===== config.mk =====
export PLATFORM = sky130hd
export DESIGN_NAME = mips_controller_flat
export DESIGN_NICKNAME = d
export VERILOG_FILES = /design/src/rtl/mips_ctrl_pkg.sv /design/src/rtl/mips_controller_if.sv /design/src/rtl/mips_controller_alu_ctrl.sv /design/src/rtl/mips_controller.sv /design/src/flat_wrapper.sv
export SDC_FILE = /design/constraint.sdc
export NUM_CORES = 1
export LEC_CHECK = 0
export CAP_MARGIN = 25
export CORE_MARGIN = 10
export CORE_UTILIZATION = 35
export CTS_BUF_LIST = sky130_fd_sc_hd__clkbuf_8
export DETAILED_ROUTE_END_ITERATION = 8
export GPL_ROUTABILITY_DRIVEN = 0
export PLACE_DENSITY = 0.79
export REMOVE_ABC_BUFFERS = 1
export SYNTH_ARGS = -nofsm -noshare
export SYNTH_HDL_FRONTEND = slang
export SYNTH_SLANG_ARGS = --single-unit

===== constraint.sdc =====
create_clock -name clk -period 2.55 [get_ports clk]
set_clock_uncertainty 0.1 [all_clocks]
set_input_delay 0.3825 -clock clk [delete_from_list [all_inputs] [get_ports clk]]
set_output_delay 0.3825 -clock clk [all_outputs]
set_load 0.1 [all_outputs]

===== src/rtl/mips_ctrl_pkg.sv =====
// rtl/mips_ctrl_pkg.sv - shared encodings for the multi-cycle MIPS controller
// Purpose: FSM state enum, opcodes, C-type function codes, ALU op codes and
//          datapath selector encodings used by the controller and its datapath.
// Ports:   none (package).
package mips_ctrl_pkg;

   typedef enum logic [3:0] {
      S_FETCH,
      S_DECODE,
      S_MEM_RD,
      S_LOAD_WB,
      S_MEM_WR,
      S_JMP,
      S_BRZ,
      S_C_EXEC,
      S_C_WB,
      S_I_EXEC,
      S_I_WB
   } state_t;

   // Which decode rule the ALU control applies in the current state.
   typedef enum logic [2:0] {
      ALU_CLS_NONE,
      ALU_CLS_FETCH,
      ALU_CLS_BRZ,
      ALU_CLS_C,
      ALU_CLS_I
   } alu_class_t;

   localparam logic [3:0] OP_LOAD  = 4'b0000;
   localparam logic [3:0] OP_STORE = 4'b0001;
   localparam logic [3:0] OP_JUMP  = 4'b0010;
   localparam logic [3:0] OP_BRZ   = 4'b0100;
   localparam logic [3:0] OP_CTYPE = 4'b1000;
   localparam logic [3:0] OP_ADDI  = 4'b1100;
   localparam logic [3:0] OP_SUBI  = 4'b1101;
   localparam logic [3:0] OP_ANDI  = 4'b1110;

   localparam logic [2:0] FN_MOVETO   = 3'b000;
   localparam logic [2:0] FN_MOVEFROM = 3'b001;
   localparam logic [2:0] FN_ADD      = 3'b010;
   localparam logic [2:0] FN_SUB      = 3'b011;
   localparam logic [2:0] FN_AND      = 3'b100;
   localparam logic [2:0] FN_NOT      = 3'b101;
   localparam logic [2:0] FN_NOP0     = 3'b110;
   localparam logic [2:0] FN_NOP1     = 3'b111;

   localparam logic [1:0] ALU_ADD    = 2'b00;
   localparam logic [1:0] ALU_SUB    = 2'b01;
   localparam logic [1:0] ALU_AND    = 2'b10;
   localparam logic [1:0] ALU_PASS_A = 2'b11;

   localparam logic MEM_ADR_INST = 1'b0;
   localparam logic MEM_ADR_PC   = 1'b1;

   localparam logic RWA_RI = 1'b0;
   localparam logic RWA_R0 = 1'b1;

   localparam logic [2:0] RWS_NOT_DATA2 = 3'b000;
   localparam logic [2:0] RWS_ALU_REG   = 3'b001;
   localparam logic [2:0] RWS_DATA2     = 3'b010;
   localparam logic [2:0] RWS_R0        = 3'b011;
   localparam logic [2:0] RWS_MDR       = 3'b100;

   localparam logic SRCA_R0 = 1'b0;
   localparam logic SRCA_PC = 1'b1;

   localparam logic [1:0] SRCB_IMM   = 2'b00;
   localparam logic [1:0] SRCB_ONE   = 2'b01;
   localparam logic [1:0] SRCB_DATA2 = 2'b10;

   localparam logic [1:0] PCS_ALU_REG = 2'b00;
   localparam logic [1:0] PCS_BRANCH  = 2'b01;
   localparam logic [1:0] PCS_JUMP    = 2'b10;
   localparam logic [1:0] PCS_ALU_OUT = 2'b11;

endpackage


===== src/rtl/mips_controller_if.sv =====
// rtl/mips_controller_if.sv - instruction input and control strobes between controller and datapath
// Purpose: bundles inst_bus and every control output of mips_controller.
// Ports:   master = controller (reads inst_bus, drives controls);
//          slave  = datapath  (drives inst_bus, reads controls).
interface mips_controller_if;
   logic [15:0] inst_bus;
   logic        pc_write;
   logic        pc_write_cond;
   logic        mem_read;
   logic        mem_write;
   logic        IR_write;
   logic        reg_write_en;
   logic        mem_adr_sel;
   logic        reg_write_adr_sel;
   logic [2:0]  reg_write_sel;
   logic        ALU_src_A_sel;
   logic [1:0]  ALU_src_B_sel;
   logic [1:0]  pc_sel;
   logic [1:0]  ALU_op_code;

   modport master (
      input  inst_bus,
      output pc_write, pc_write_cond, mem_read, mem_write, IR_write,
             reg_write_en, mem_adr_sel, reg_write_adr_sel, reg_write_sel,
             ALU_src_A_sel, ALU_src_B_sel, pc_sel, ALU_op_code
   );

   modport slave (
      output inst_bus,
      input  pc_write, pc_write_cond, mem_read, mem_write, IR_write,
             reg_write_en, mem_adr_sel, reg_write_adr_sel, reg_write_sel,
             ALU_src_A_sel, ALU_src_B_sel, pc_sel, ALU_op_code
   );
endinterface


===== src/rtl/mips_controller_alu_ctrl.sv =====
// rtl/mips_controller_alu_ctrl.sv - combinational ALU operation select
// Purpose: maps the state class plus function/opcode fields to ALU_op_code.
// Ports:   alu_class (in, 3), func (in, 3), opcode (in, 4), alu_op_code (out, 2).
module alu_ctrl
   import mips_ctrl_pkg::*;
(
   input  alu_class_t  alu_class,
   input  logic [2:0]  func,
   input  logic [3:0]  opcode,
   output logic [1:0]  alu_op_code
);

   always_comb begin
      alu_op_code = ALU_ADD;
      case (alu_class)
         ALU_CLS_FETCH: alu_op_code = ALU_ADD;
         ALU_CLS_BRZ:   alu_op_code = ALU_PASS_A;
         ALU_CLS_C: begin
            // Moves, NOT and NOP do not use the ALU result; leave it at ADD.
            case (func)
               FN_SUB:  alu_op_code = ALU_SUB;
               FN_AND:  alu_op_code = ALU_AND;
               default: alu_op_code = ALU_ADD;
            endcase
         end
         ALU_CLS_I: begin
            case (opcode)
               OP_SUBI: alu_op_code = ALU_SUB;
               OP_ANDI: alu_op_code = ALU_AND;
               default: alu_op_code = ALU_ADD;
            endcase
         end
         default: alu_op_code = ALU_ADD;
      endcase
   end

endmodule


===== src/rtl/mips_controller.sv =====
// rtl/mips_controller.sv - multi-cycle Moore control FSM for a 16-bit MIPS-like datapath
// Purpose: sequences fetch/decode/execute/writeback and drives datapath controls.
// Ports:   clk (in, 1), rst (in, 1, sync active-high),
//          bus (mips_controller_if.master: inst_bus in, control strobes out).
module mips_controller
   import mips_ctrl_pkg::*;
(
   input  logic                clk,
   input  logic                rst,
   mips_controller_if.master   bus
);

   state_t      state;
   state_t      state_next;
   alu_class_t  alu_class;
   logic [1:0]  alu_op;
   logic [3:0]  opcode;
   logic [2:0]  func;

   assign opcode = bus.inst_bus[15:12];
   assign func   = bus.inst_bus[2:0];

   always_ff @(posedge clk) begin
      if (rst) state <= S_FETCH;
      else     state <= state_next;
   end

   always_comb begin
      state_next = S_FETCH;
      case (state)
         S_FETCH: state_next = S_DECODE;
         S_DECODE: begin
            case (opcode)
               OP_LOAD:  state_next = S_MEM_RD;
               OP_STORE: state_next = S_MEM_WR;
               OP_JUMP:  state_next = S_JMP;
               OP_BRZ:   state_next = S_BRZ;
               OP_CTYPE: state_next = S_C_EXEC;
               OP_ADDI, OP_SUBI, OP_ANDI: state_next = S_I_EXEC;
               default:  state_next = S_FETCH;
            endcase
         end
         S_MEM_RD: state_next = S_LOAD_WB;
         S_C_EXEC: state_next = S_C_WB;
         S_I_EXEC: state_next = S_I_WB;
         default:  state_next = S_FETCH;
      endcase
   end

   alu_ctrl u_alu_ctrl (
      .alu_class   (alu_class),
      .func        (func),
      .opcode      (opcode),
      .alu_op_code (alu_op)
   );

   // Outputs are forced low while rst is high, even before the state register
   // has been pulled back to FETCH by the next clock edge.
   always_comb begin
      bus.pc_write          = 1'b0;
      bus.pc_write_cond     = 1'b0;
      bus.mem_read          = 1'b0;
      bus.mem_write         = 1'b0;
      bus.IR_write          = 1'b0;
      bus.reg_write_en      = 1'b0;
      bus.mem_adr_sel       = MEM_ADR_INST;
      bus.reg_write_adr_sel = RWA_RI;
      bus.reg_write_sel     = RWS_NOT_DATA2;
      bus.ALU_src_A_sel     = SRCA_R0;
      bus.ALU_src_B_sel     = SRCB_IMM;
      bus.pc_sel            = PCS_ALU_REG;
      alu_class             = ALU_CLS_NONE;
      if (!rst) begin
         case (state)
            S_FETCH: begin
               bus.mem_read      = 1'b1;
               bus.mem_adr_sel   = MEM_ADR_PC;
               bus.IR_write      = 1'b1;
               bus.ALU_src_A_sel = SRCA_PC;
               bus.ALU_src_B_sel = SRCB_ONE;
               bus.pc_sel        = PCS_ALU_OUT;
               bus.pc_write      = 1'b1;
               alu_class         = ALU_CLS_FETCH;
            end
            S_MEM_RD: bus.mem_read = 1'b1;
            S_LOAD_WB: begin
               bus.reg_write_en      = 1'b1;
               bus.reg_write_adr_sel = RWA_R0;
               bus.reg_write_sel     = RWS_MDR;
            end
            S_MEM_WR: bus.mem_write = 1'b1;
            S_JMP: begin
               bus.pc_sel   = PCS_JUMP;
               bus.pc_write = 1'b1;
            end
            S_BRZ: begin
               // ALU passes R0 through; the datapath gates the PC load on zero.
               bus.pc_sel        = PCS_BRANCH;
               bus.pc_write_cond = 1'b1;
               alu_class         = ALU_CLS_BRZ;
            end
            S_C_EXEC: begin
               bus.ALU_src_B_sel = SRCB_DATA2;
               alu_class         = ALU_CLS_C;
            end
            S_C_WB: begin
               case (func)
                  FN_ADD, FN_SUB, FN_AND: begin
                     bus.reg_write_en      = 1'b1;
                     bus.reg_write_adr_sel = RWA_R0;
                     bus.reg_write_sel     = RWS_ALU_REG;
                  end
                  FN_MOVEFROM: begin
                     bus.reg_write_en      = 1'b1;
                     bus.reg_write_adr_sel = RWA_R0;
                     bus.reg_write_sel     = RWS_DATA2;
                  end
                  FN_NOT: begin
                     bus.reg_write_en      = 1'b1;
                     bus.reg_write_adr_sel = RWA_R0;
                     bus.reg_write_sel     = RWS_NOT_DATA2;
                  end
                  FN_MOVETO: begin
                     bus.reg_write_en      = 1'b1;
                     bus.reg_write_adr_sel = RWA_RI;
                     bus.reg_write_sel     = RWS_R0;
                  end
                  default: ;
               endcase
            end
            S_I_EXEC: alu_class = ALU_CLS_I;
            S_I_WB: begin
               bus.reg_write_en      = 1'b1;
               bus.reg_write_adr_sel = RWA_R0;
               bus.reg_write_sel     = RWS_ALU_REG;
            end
            default: ;
         endcase
      end
   end

   assign bus.ALU_op_code = alu_op;

endmodule


===== src/flat_wrapper.sv =====
// flat-port wrapper written by rule: the top's interface ports become plain ports
module mips_controller_flat import mips_ctrl_pkg::*;
  (clk, rst, bus_inst_bus, bus_pc_write, bus_pc_write_cond, bus_mem_read, bus_mem_write, bus_IR_write, bus_reg_write_en, bus_mem_adr_sel, bus_reg_write_adr_sel, bus_reg_write_sel, bus_ALU_src_A_sel, bus_ALU_src_B_sel, bus_pc_sel, bus_ALU_op_code);
  mips_controller_if bus_i ();
  input  logic clk;
  input  logic rst;
  input wire logic [$bits(bus_i.inst_bus)-1:0] bus_inst_bus;
  output wire logic [$bits(bus_i.pc_write)-1:0] bus_pc_write;
  output wire logic [$bits(bus_i.pc_write_cond)-1:0] bus_pc_write_cond;
  output wire logic [$bits(bus_i.mem_read)-1:0] bus_mem_read;
  output wire logic [$bits(bus_i.mem_write)-1:0] bus_mem_write;
  output wire logic [$bits(bus_i.IR_write)-1:0] bus_IR_write;
  output wire logic [$bits(bus_i.reg_write_en)-1:0] bus_reg_write_en;
  output wire logic [$bits(bus_i.mem_adr_sel)-1:0] bus_mem_adr_sel;
  output wire logic [$bits(bus_i.reg_write_adr_sel)-1:0] bus_reg_write_adr_sel;
  output wire logic [$bits(bus_i.reg_write_sel)-1:0] bus_reg_write_sel;
  output wire logic [$bits(bus_i.ALU_src_A_sel)-1:0] bus_ALU_src_A_sel;
  output wire logic [$bits(bus_i.ALU_src_B_sel)-1:0] bus_ALU_src_B_sel;
  output wire logic [$bits(bus_i.pc_sel)-1:0] bus_pc_sel;
  output wire logic [$bits(bus_i.ALU_op_code)-1:0] bus_ALU_op_code;
  assign bus_i.inst_bus = bus_inst_bus;
  assign bus_pc_write = bus_i.pc_write;
  assign bus_pc_write_cond = bus_i.pc_write_cond;
  assign bus_mem_read = bus_i.mem_read;
  assign bus_mem_write = bus_i.mem_write;
  assign bus_IR_write = bus_i.IR_write;
  assign bus_reg_write_en = bus_i.reg_write_en;
  assign bus_mem_adr_sel = bus_i.mem_adr_sel;
  assign bus_reg_write_adr_sel = bus_i.reg_write_adr_sel;
  assign bus_reg_write_sel = bus_i.reg_write_sel;
  assign bus_ALU_src_A_sel = bus_i.ALU_src_A_sel;
  assign bus_ALU_src_B_sel = bus_i.ALU_src_B_sel;
  assign bus_pc_sel = bus_i.pc_sel;
  assign bus_ALU_op_code = bus_i.ALU_op_code;
  mips_controller u_core (.clk(clk), .rst(rst), .bus(bus_i));
endmodule

-- Word-level counts from Yosys, hierarchy flattened
Memories as Yosys holds them, arrays and structs flattened.
Index checks and enable logic that the tools add are counted.
- bits in registers: 4
- latch bits: 0
- memory bits (writable): 0
- ROM bits: 64
- input port bits: 18
- output and inout bits: 18
- word-level logic and storage cells: 59
- memories kept: 1
- memory list (name ; depth ; bits a word ; read ports ; clocked after Yosys merged registers in ; wr ports ; line ; RTL):
    (no name shown) ; 16 ; 4 ; 1 ; 0 ; 0 ; mips_controller.sv:33 ; case (opcode)
- add/sub/neg operators: 0
- multipliers: 0
- div/mod/pow operators: 0
- magnitude comparators: 0
- equality and inequality tests: 20
- shifts and indexed selects: 0
- muxes and demuxes: 29
- bitwise gates (word level): 0
- reductions and logical operators: 8
- operators by type and width (operator ; number):
    equality test 4 bit (second input constant) ; 5
    case mux 4 bit (5 select lines) ; 1
    case mux 2 bit (3 select lines) ; 3
    equality test 4 x 3 -> 1 bit (second input constant) ; 4
    2-to-1 mux 1 bit ; 14
    equality test 3 x 2 -> 1 bit (second input constant) ; 4
    case mux 2 bit (2 select lines) ; 3
    case mux 3 bit (4 select lines) ; 1
    equality test 3 bit (second input constant) ; 3
    case mux 3 bit (3 select lines) ; 1
    equality test 4 x 2 -> 1 bit (second input constant) ; 2
    2-to-1 mux 3 bit ; 2
    OR reduction 2 bit ; 3
    OR reduction 6 bit ; 1
    OR reduction 5 bit ; 1
    equality test 4 x 1 -> 1 bit (second input constant) ; 1
    zero test 4 bit ; 1
    2-to-1 mux 2 bit ; 2
    case mux 1 bit (2 select lines) ; 2
    equality test 3 x 1 -> 1 bit (second input constant) ; 1
    zero test 3 bit ; 1
    OR reduction 3 bit ; 1

-- Depth between registers and ports, before layout
Gate-level depths: netlist of run 1.
- depth in word-level cells: 5
- gate-level depth with buffers: 5
- gate-level depth less buffers: 5

-- Modules after synthesis
Synthesis of run 1 repeated with hierarchy kept, for this count alone.
- cells, all modules: 79
- area total of the unflattened synthesis: 556.8 sq um
- by module, submodules not included (module ; times used ; cells an instance ; area an instance (sq um)):
    mips_controller ; 1 ; 68 ; 491.7
    alu_ctrl ; 1 ; 11 ; 65.1

-- Worst setup path before layout of run 1
No wires, ideal clock.
- path type: flip-flop to output port
- from: reg u_core.state[2]
- to: out bus_pc_sel[0]
- arrival: 3.475 ns
- required time: 2.068 ns
- slack: -1.407 ns
- stages on the path, launching flop included: 5
- path buffers: 1
- cell sequence: dfxtp_1 buf_6 nand2_1 nor2b_1 nor4_1
- longest elaborated chain between the ends: 3
- ends and longest elaborated chain (item ; line ; RTL):
    start, declared ; mips_controller.sv:13 ; state_t state;
    start signal, assigned ; mips_controller.sv:25 ; else state <= state_next;
    equality test 4 x 3 -> 1 bit / zero test 4 bit (equally long branches) ; mips_controller.sv:74 ; case (state)
    case mux 2 bit (3 select lines) * ; mips_controller.sv:74 ;
    2-to-1 mux 2 bit * ; mips_controller.sv:73 ; if (!rst) begin
    end, declared ; flat_wrapper.sv:19 ; output wire logic [$bits(bus_i.pc_sel)-1:0] bus_pc_sel;
Mark *: on every way between the ends. The rest lies on a longest branch, timed or not.

-- Worst setup path after layout of run 1
- from: in bus_inst_bus[2]
- to: out bus_reg_write_adr_sel
- longest elaborated chain between the ends: 5
- ends and longest elaborated chain (item ; line ; RTL):
    start, declared ; flat_wrapper.sv:7 ; input wire logic [$bits(bus_i.inst_bus)-1:0] bus_inst_bus;
    equality test 3 bit (tied with other cells) ; mips_controller.sv:107 ; case (func)
    OR reduction 5 bit (no source line) * ; n/a ;
    2-to-1 mux 1 bit * ; mips_controller.sv:107 ;
    case mux 1 bit (2 select lines) * ; mips_controller.sv:74 ;
    2-to-1 mux 1 bit * ; mips_controller.sv:73 ;
    end, declared ; flat_wrapper.sv:15 ; output wire logic [$bits(bus_i.reg_write_adr_sel)-1:0] bus_reg_write_adr_sel;
Marked as above.

==> results.md, run 1 <==
Hold path:
- In this run the most critical hold path is launched from u_core.state[1].
- The worst hold endpoint is u_core.state[2].
- The path category of the worst min-delay check is reg2reg.
- The worst hold path passes through 3 cells.

STA:
- The fmax is 0.404 GHz.
- The worst path uses 97.0% of the clock period.
- The remaining max-slew budget at the tightest pin is 64.9%.
- At the pin with the least slew margin, the transition time is 521 ps.
- After routing, the total negative slack on setup checks comes to 0 ps.
- Setup repair after global routing left no endpoint under its margin.
- The count of pins over their slew limit is 0.
- The count of endpoints failing hold in the final timing report was 0.
- The shortest period the worst path allows is 2470 ps.
- The final number of setup-violating endpoints is 0.

Setup path:
- The worst register-to-register path has a depth of 3.
- The startpoint class of the critical path is an input pin.
- The critical path capture point type is an output pin.
- Of all nets on the critical path, the largest fanout is 3.
- The source of the worst register-to-register timing path is u_core.state[0].
- The data arrival time of the worst path is 1990 ps.
- The worst setup path is of the in2out kind.
- The reg-to-reg endpoint is u_core.state[1].
- The worst endpoint required time is 2070 ps.
- The register-to-register setup slack is 1270 ps.

Logic synthesis:
- The average cell area after synthesis is 7.36 um2.
- The proportion of synthesized flip-flops having asynchronous set or reset is 0%.
- Synthesis handed over a netlist of 85 instances.
- The most instantiated flip-flop cell in the synthesis netlist is sky130_fd_sc_hd__dfxtp_1.
- The number of distinct library cells after synthesis is 32.
- Yosys printed 0 warnings.
- Summing every instance area after synthesis gives 626 um2.
- The sequential-to-total area share from yosys stat is 12.8%.
- Counting flops and latches in the post-synthesis netlist gives 4.
- The number of flops mapped to enable cells by yosys is 0.

GRT:
- The total global-route track usage is 10.3%.
- The via count of the first global-routing pass came to 724.
- The number of antenna violations at the first check in global routing is 0.
- The wire length of the first global-routing pass is 3350 um.
- The global route total overflow is 0.
- Entering global routing, the biggest net connects 16 pins.

Clocking:
- The total of hold buffers inserted after clock tree synthesis is 0.
- The number of buffers inserted during clock tree synthesis is 3.
- The clock passes through at most 2 buffers.
- The clock reaches the later pin of the worst-skew pair after 210 ps.
- TritonCTS built the clock tree.
- After clock tree synthesis, the setup repair step added 0 buffers.
- In this run the number of H-tree levels came out at 1.
- The buffer cell driving the clock tree root is sky130_fd_sc_hd__clkbuf_8.
- The clock sink count is 4.
- Clock-pin slew was measured on the worst setup and hold paths at 30 ps.

Pwr:
- For this design the static power due to leakage is 0.465 nW.
- VDD sags by at most 0.344 mV.
- The power density over the cells is 433 nW/um2.

Layout:
- The post-route non-filler standard cell count is 138.
- The final-stage net count is 139.
- The most common library cell in the layout ignoring fill and taps is sky130_fd_sc_hd__buf_12.
- In the layout the commonest cells are sky130_fd_sc_hd__buf_12 (18), sky130_fd_sc_hd__nor2_1 (10), sky130_fd_sc_hd__nand2_1 (8).
- The filler cell count in the final layout is 117.
- 0 antenna diodes ended up in the layout.
- The flip-flop count of the largest register after layout is 4.
- The register with the most flip-flops is u_core.state.
- The largest registers in the layout are u_core.state (4).
- The layout overhead on the synthesized area is 80.6%.
- In the final layout, the share of cells above drive strength 1 is 34.5%.

Floorplan:
- The core region is 1710 um2.
- The die is 62.3 um wide.
- The floorplan step defined a die boundary enclosing 3880 um2.
- The initial utilization of the core area, before any placement, comes to 36.6%.
- The top-level I/O count is 36.
- The height of the die is 62.3 um.
- The number of placement rows is 15.

Routing:
- The number of design rule violations left after detail routing is 0.
- The overall routed net length is 2040 um.
- The number of violations reported at the end of detailed-routing iteration 0 is 22.
- After detailed routing, the number of vias per cell comes to 5.30.
- The via count of the routed design is 731.
- The average routed wire per standard cell is 14.8 um.
- The count of nets left with antenna violations once routing finished came out at 0.
- The first detailed-routing pass took 4 iterations.

Flow run:
- Across the run, the number of max-cap violations was 0.

Placement:
- Including well taps, the total number of placed cells is 135.
- The number of port buffers is 26.
- Once detailed placement completed, the half-perimeter wirelength came to 1680 um.

Status:
- The flow ran to the end, and the final reports show no timing, DRC or antenna violations.
[logic make-up after synthesis]
| family | synth area share, % |
|---|---|
| buffers and inverters | 13.8 |
| AO/OA/AOI/OAI | 17.6 |
| adder cells (fa/ha/maj) | 12.0 |
| flip-flops | 12.8 |
| AND/OR/NAND/NOR | 38.6 |
| XOR/XNOR | 2.80 |
| multiplexers | 2.40 |
[metrics by stage]
| step | area, um2 | hold slack [ps] | worst slack (ps) | util [%] | total power, mW |
|---|---|---|---|---|---|
| after floorplan | 562 | 359 | -3240 | - | 0.240 |
| after global placement | 1090 | 509 | 28.8 | 63.6 | 0.354 |
| after detailed placement | 1090 | 554 | -12.6 | 63.6 | 0.360 |
| after CTS | 1130 | 560 | 96.9 | 65.9 | 0.494 |
| after global routing | 1130 | 598 | 26.7 | 66.2 | 0.512 |
| final | 1130 | 558 | 77.4 | 66.2 | 0.490 |
[worst max-delay path by stage]
stage	endpoint	slack, ps	from	cells after the start
floorplan	bus_ALU_src_A_sel	-3240	u_core.state[0]	2
global placement	bus_reg_write_adr_sel	30	bus_inst_bus[1]	7
detailed placement	bus_reg_write_adr_sel	-10	bus_inst_bus[1]	7
CTS	bus_reg_write_adr_sel	100	bus_inst_bus[2]	7
global route	bus_reg_write_adr_sel	30	bus_inst_bus[2]	7
finish	bus_reg_write_adr_sel	80	bus_inst_bus[2]	7
[area by class of cell]
class                   instances  area (um2)  share of cell area (%)
flip-flops and latches          4        80.1                    7.09
well taps                      25        31.3                    2.77
repair buffers                 33         492                    43.5
inverters                       6        22.5                    1.99
clock buffers                   3        41.3                    3.65
multi-input cells              67         463                    41.0
[synth_stat cells, types with 2 or more instances]
| cell type | n | area, um2 |
|---|---|---|
| sky130_fd_sc_hd__inv_1 | 6 | 22.5 |
| sky130_fd_sc_hd__xor2_1 | 2 | 17.5 |
| sky130_fd_sc_hd__o21ai_1 | 2 | 10.0 |
| sky130_fd_sc_hd__a31oi_1 | 2 | 12.5 |
| sky130_fd_sc_hd__a21oi_1 | 5 | 25.0 |
| sky130_fd_sc_hd__nor3_1 | 5 | 25.0 |
| sky130_fd_sc_hd__nand2_1 | 8 | 30.0 |
| sky130_fd_sc_hd__buf_4 | 5 | 37.5 |
| sky130_fd_sc_hd__ha_1 | 6 | 75.1 |
| sky130_fd_sc_hd__nor2_1 | 10 | 37.5 |
| sky130_fd_sc_hd__nor3_2 | 3 | 30.0 |
| sky130_fd_sc_hd__nor4_1 | 4 | 25.0 |
| sky130_fd_sc_hd__or3_4 | 2 | 22.5 |
| sky130_fd_sc_hd__buf_6 | 2 | 22.5 |
| sky130_fd_sc_hd__dfxtp_1 | 4 | 80.1 |
| sky130_fd_sc_hd__nor2b_1 | 2 | 12.5 |
| sky130_fd_sc_hd__nand3_1 | 2 | 10.0 |
[power by group]
group | internal (mW) | switching, mW
clock | 0.100 | 0.0302
combinational | 0.105 | 0.176
sequential | 0.0666 | 0.0114
total | 0.272 | 0.218
[critical path, cell delays in order]
cell	delay, ps
sky130_fd_sc_hd__clkdlybuf4s50_1	480
sky130_fd_sc_hd__inv_1	70
sky130_fd_sc_hd__ha_1	270
sky130_fd_sc_hd__a311o_1	360
sky130_fd_sc_hd__a21oi_2	150
sky130_fd_sc_hd__nor3_1	80
sky130_fd_sc_hd__buf_12	200
[routing by layer]
metal / GRT usage (%) / up-vias / wire length (um)
met5: 0 / - / 0
met4: 5.87 / 0 / 37
met3: 2.87 / 5 / 130
met2: 18.3 / 35 / 1050
met1: 10.5 / 336 / 825
li1: - / 355 / -
[timing repair]
item / CTS / global route
pin swaps: 0 / 0
endpoints found under the setup margin: 1 / 1
gates resized for setup: 1 / 1
Note: power is estimated with default switching activity, not from simulation.
==> run 2, diff against run 1 <==
--- a/config.mk
+++ b/config.mk
@@ -13,6 +13,7 @@
 export GPL_ROUTABILITY_DRIVEN = 0
 export PLACE_DENSITY = 0.79
 export REMOVE_ABC_BUFFERS = 1
+export SKIP_LAST_GASP = 1
 export SYNTH_ARGS = -nofsm -noshare
 export SYNTH_HDL_FRONTEND = slang
 export SYNTH_SLANG_ARGS = --single-unit
==> results of run 2 <==
Same layout as run 1: the final DEF is identical, and so are final timing and power.
==> run 3, diff against run 2 <==
--- a/config.mk
+++ b/config.mk
@@ -5,12 +5,14 @@
 export SDC_FILE = /design/constraint.sdc
 export NUM_CORES = 1
 export LEC_CHECK = 0
+export ABC_CLOCK_PERIOD_IN_PS = 2550
 export CAP_MARGIN = 25
 export CORE_MARGIN = 10
 export CORE_UTILIZATION = 35
 export CTS_BUF_LIST = sky130_fd_sc_hd__clkbuf_8
 export DETAILED_ROUTE_END_ITERATION = 8
 export GPL_ROUTABILITY_DRIVEN = 0
+export GPL_TIMING_DRIVEN = 0
 export PLACE_DENSITY = 0.79
 export REMOVE_ABC_BUFFERS = 1
 export SKIP_LAST_GASP = 1
==> constraint.sdc (replaced) <==
create_clock -name clk -period 2.55 [get_ports clk]
set_clock_uncertainty 0.1 [all_clocks]
set_input_delay 0.3825 -clock clk [delete_from_list [all_inputs] [get_ports clk]]
set_output_delay 0.3825 -clock clk [all_outputs]
set_load 0.01 [all_outputs]
==> results.md, run 3 (synthesized netlist as in run 1, its figures left out) <==
Status:
- The flow ran to the end, and the final reports show no timing, DRC or antenna violations.

Setup path:
- The worst endpoint required time is 2070 ps (about the same).
- By startpoint and endpoint, the worst setup path is classified as in2out.
- The source of the worst register-to-register timing path is u_core.state[2].
- The startpoint class of the critical path is an input pin.
- The critical path starts at bus_inst_bus[2].
- The maximum fanout encountered on the critical timing path is 4 (+1).
- The critical path capture point type is an output pin.
- The data arrival time of the worst path came to 1960 ps (-30 ps).

Layout:
- The share of layout cells above drive strength 1 was 17.9% (-17 points).
- The most common library cell in the layout ignoring fill and taps is sky130_fd_sc_hd__clkdlybuf4s50_1.
- The flip-flop count of the largest register after layout is 4 (unchanged).
- The utilization of the core after routing was 52.6% (-14 points).
- The final-stage net count was 132 (-5.0%).
- The area of combinational cells with multiple inputs is 459 um2 (-0.81%).
- The filler cell count in the final layout is 154 (+32%).
- Counting flops per register, the top entry is u_core.state.
- The largest registers in the layout are u_core.state (4).
- The number of antenna cells inserted came to 0 (unchanged).
- Leaving out fill and tap cells, the most frequent cells in the layout are sky130_fd_sc_hd__clkdlybuf4s50_1 (20), sky130_fd_sc_hd__nor2_1 (10), sky130_fd_sc_hd__nand2_1 (8).
- The post-route non-filler standard cell count is 131 (-5.1%).
- The layout overhead on the synthesized area is 43.6%.
- The area occupied by registers is 87.6 um2 (+9.4%).

STA:
- The fmax was 0.410 GHz (+1.4%).
- The count of pins over their slew limit was 0 (unchanged).
- The remaining max-slew budget at the tightest pin came to 80.2% (+15 points).
- The worst-margin pin slew is 296 ps (-225 ps).
- The count of endpoints failing hold in the final timing report is 0 (unchanged).
- The final number of setup-violating endpoints is 0 (unchanged).
- The final critical-path share of the clock period is 95.6% (-1.3 points).
- The shortest period the worst path allows is 2440 ps (-33.6 ps).
- Setup repair after global routing left no endpoint under its margin.

Clocking:
- The clock slew at the register clock pins of the worst setup and hold paths is 30 ps (about the same).
- The clock sink count was 4 (unchanged).
- TritonCTS built the clock tree.
- The maximum clock path buffer count is 2 (unchanged).
- The source-to-sink clock delay at the later pin of the worst-skew pair is 220 ps (about the same).
- The number of buffers inserted during clock tree synthesis is 3 (unchanged).
- Clock tree synthesis selected as its root buffer the cell sky130_fd_sc_hd__clkbuf_8.
- The H-tree depth reported by CTS is 1 (unchanged).
- The post-CTS repair timing setup buffer count was 0 (unchanged).

Hold path:
- The launch instance of the worst min-delay path is rst.
- The tightest min-delay check is of the in2reg type.

Pwr:
- The fraction of power spent switching nets is 30.0% (-14 points).
- The leakage power summed over all cells is 0.374 nW (-19%).
- The proportion of power drawn by combinational gates was 34.7% (-23 points).
- The final total power was 326 uW (-33%).
- The switching power of the nets is 97.7 uW (-55%).
- The worst-case vdd ir drop is 0.221 mV (-36%).
- The part of the power in the clock network is 40.8% (+14 points).
- The power density over the cells is 363 nW/um2 (-16%).
- The cell internal power dissipation is 228 uW (-16%).
- The share of total power in sequential cells is 24.6% (+8.7 points).

Routing:
- The residual antenna-violating net count after detailed routing came to 0 (unchanged).
- The detailed route wirelength on metal3 is 124 um (-4.6%).
- The average routed wire per standard cell was 12.4 um (-16%).
- In this run the top signal layer used is met4.
- The iteration count of the initial detailed-routing pass is 4 (unchanged).
- The number of design rule violations left after detail routing came to 0 (unchanged).
- The via count of the routed design is 679 (-7.1%).
- The ratio of routed vias to standard cells is 5.18 (-2.2%).
- The overall routed net length came to 1630 um (-20%).
- The met1 routed wirelength after detailed routing came to 768 um (-6.9%).
- The met2 wire length came to 717 um (-31%).
- The number of violations reported at the end of detailed-routing iteration 0 is 24 (+9.1%).

Floorplan:
- The area of the die is 3880 um2 (unchanged).
- The area of the core is 1710 um2 (unchanged).
- The floorplan die width is 62.3 um (unchanged).
- The number of placement rows is 15 (unchanged).
- The height of the die came to 62.3 um (unchanged).
- The effective utilization at floorplan is 36.6% (unchanged).
- The top-level I/O count is 36 (unchanged).

GRT:
- The number of antenna violations at the first check in global routing is 0 (unchanged).
- The wire length of the first global-routing pass came to 2840 um (-15%).
- The pin count of the biggest net entering global routing is 16 (unchanged).
- The global route total overflow is 0 (unchanged).
- The total global-route track usage is 8.44% (-1.8 points).
- The via count of the first global-routing pass came to 652 (-9.9%).

Placement:
- The number of port buffers is 26 (unchanged).
- The number of placed instances with taps included is 128 (-5.2%).
- The HPWL reported at the end of detailed placement came to 1310 um (-22%).

Flow run:
- The number of max-capacitance violations reported is 0 (unchanged).
==> run 3: worst max-delay path, cell delays in order <==
cell and delay (ps):
sky130_fd_sc_hd__clkdlybuf4s50_1 530, sky130_fd_sc_hd__inv_1 90, sky130_fd_sc_hd__ha_1 270, sky130_fd_sc_hd__a311o_1 340
sky130_fd_sc_hd__a21oi_1 150, sky130_fd_sc_hd__nor3_1 50, sky130_fd_sc_hd__clkbuf_2 140
==> run 3: through the flow <==
| step | TNS, ps | cell area [um2] | hold WS [ps] | setup slack (ps) |
|---|---|---|---|---|
| 4_1_cts | -115 | 892 | 542 | -115 |
| 3_5_place_dp | -2310 | 853 | 595 | -313 |
| 3_3_place_gp | -2270 | 853 | 575 | -280 |
| 5_1_grt | 0 | 898 | 493 | 8.92 |
| 6_report | 0 | 898 | 462 | 111 |
| 2_1_floorplan | 0 | 562 | 359 | 734 |
==> run 3: power groups by stage <==
stage	Clock (mW)	Sequential (mW)	Combinational, mW
after global placement	0	0.0801	0.113
after detailed placement	0	0.0804	0.116
after floorplan	0	0.0771	0.0572
final	0.133	0.0801	0.113
after global routing	0.138	0.0814	0.125
after CTS	0.133	0.0800	0.115
==> run 3: metal layers <==
metal  global-route usage, %  vias up
met5                       0        -
met4                    4.19        0
met3                    2.87        2
met2                    13.5       25
met1                    9.76      306
li1                        -      346
==> run 3: cell type report <==
class	instances	area share, %
Timing Repair Buffer	26	28.6
Sequential cell	4	9.75
Tap cell	25	3.48
Inverter	6	2.51
Clock buffer	3	4.60
Multi-Input combinational cell	67	51.1
==> run 3: timing repair <==
action / 4_1_cts / 5_1_grt
setup endpoints to repair: 12 / 9
resized for setup: 4 / 12
hold buffers: 0 / 0
==> run 3: final timing paths <==
kind                                              end  slack (ps)  cells after the start
worst max-delay path            bus_reg_write_adr_sel         110                      7
worst min-delay path                  u_core.state[1]         460                      2
worst max register to register        u_core.state[2]        1400                      2
worst min register to register        u_core.state[1]         480                      1
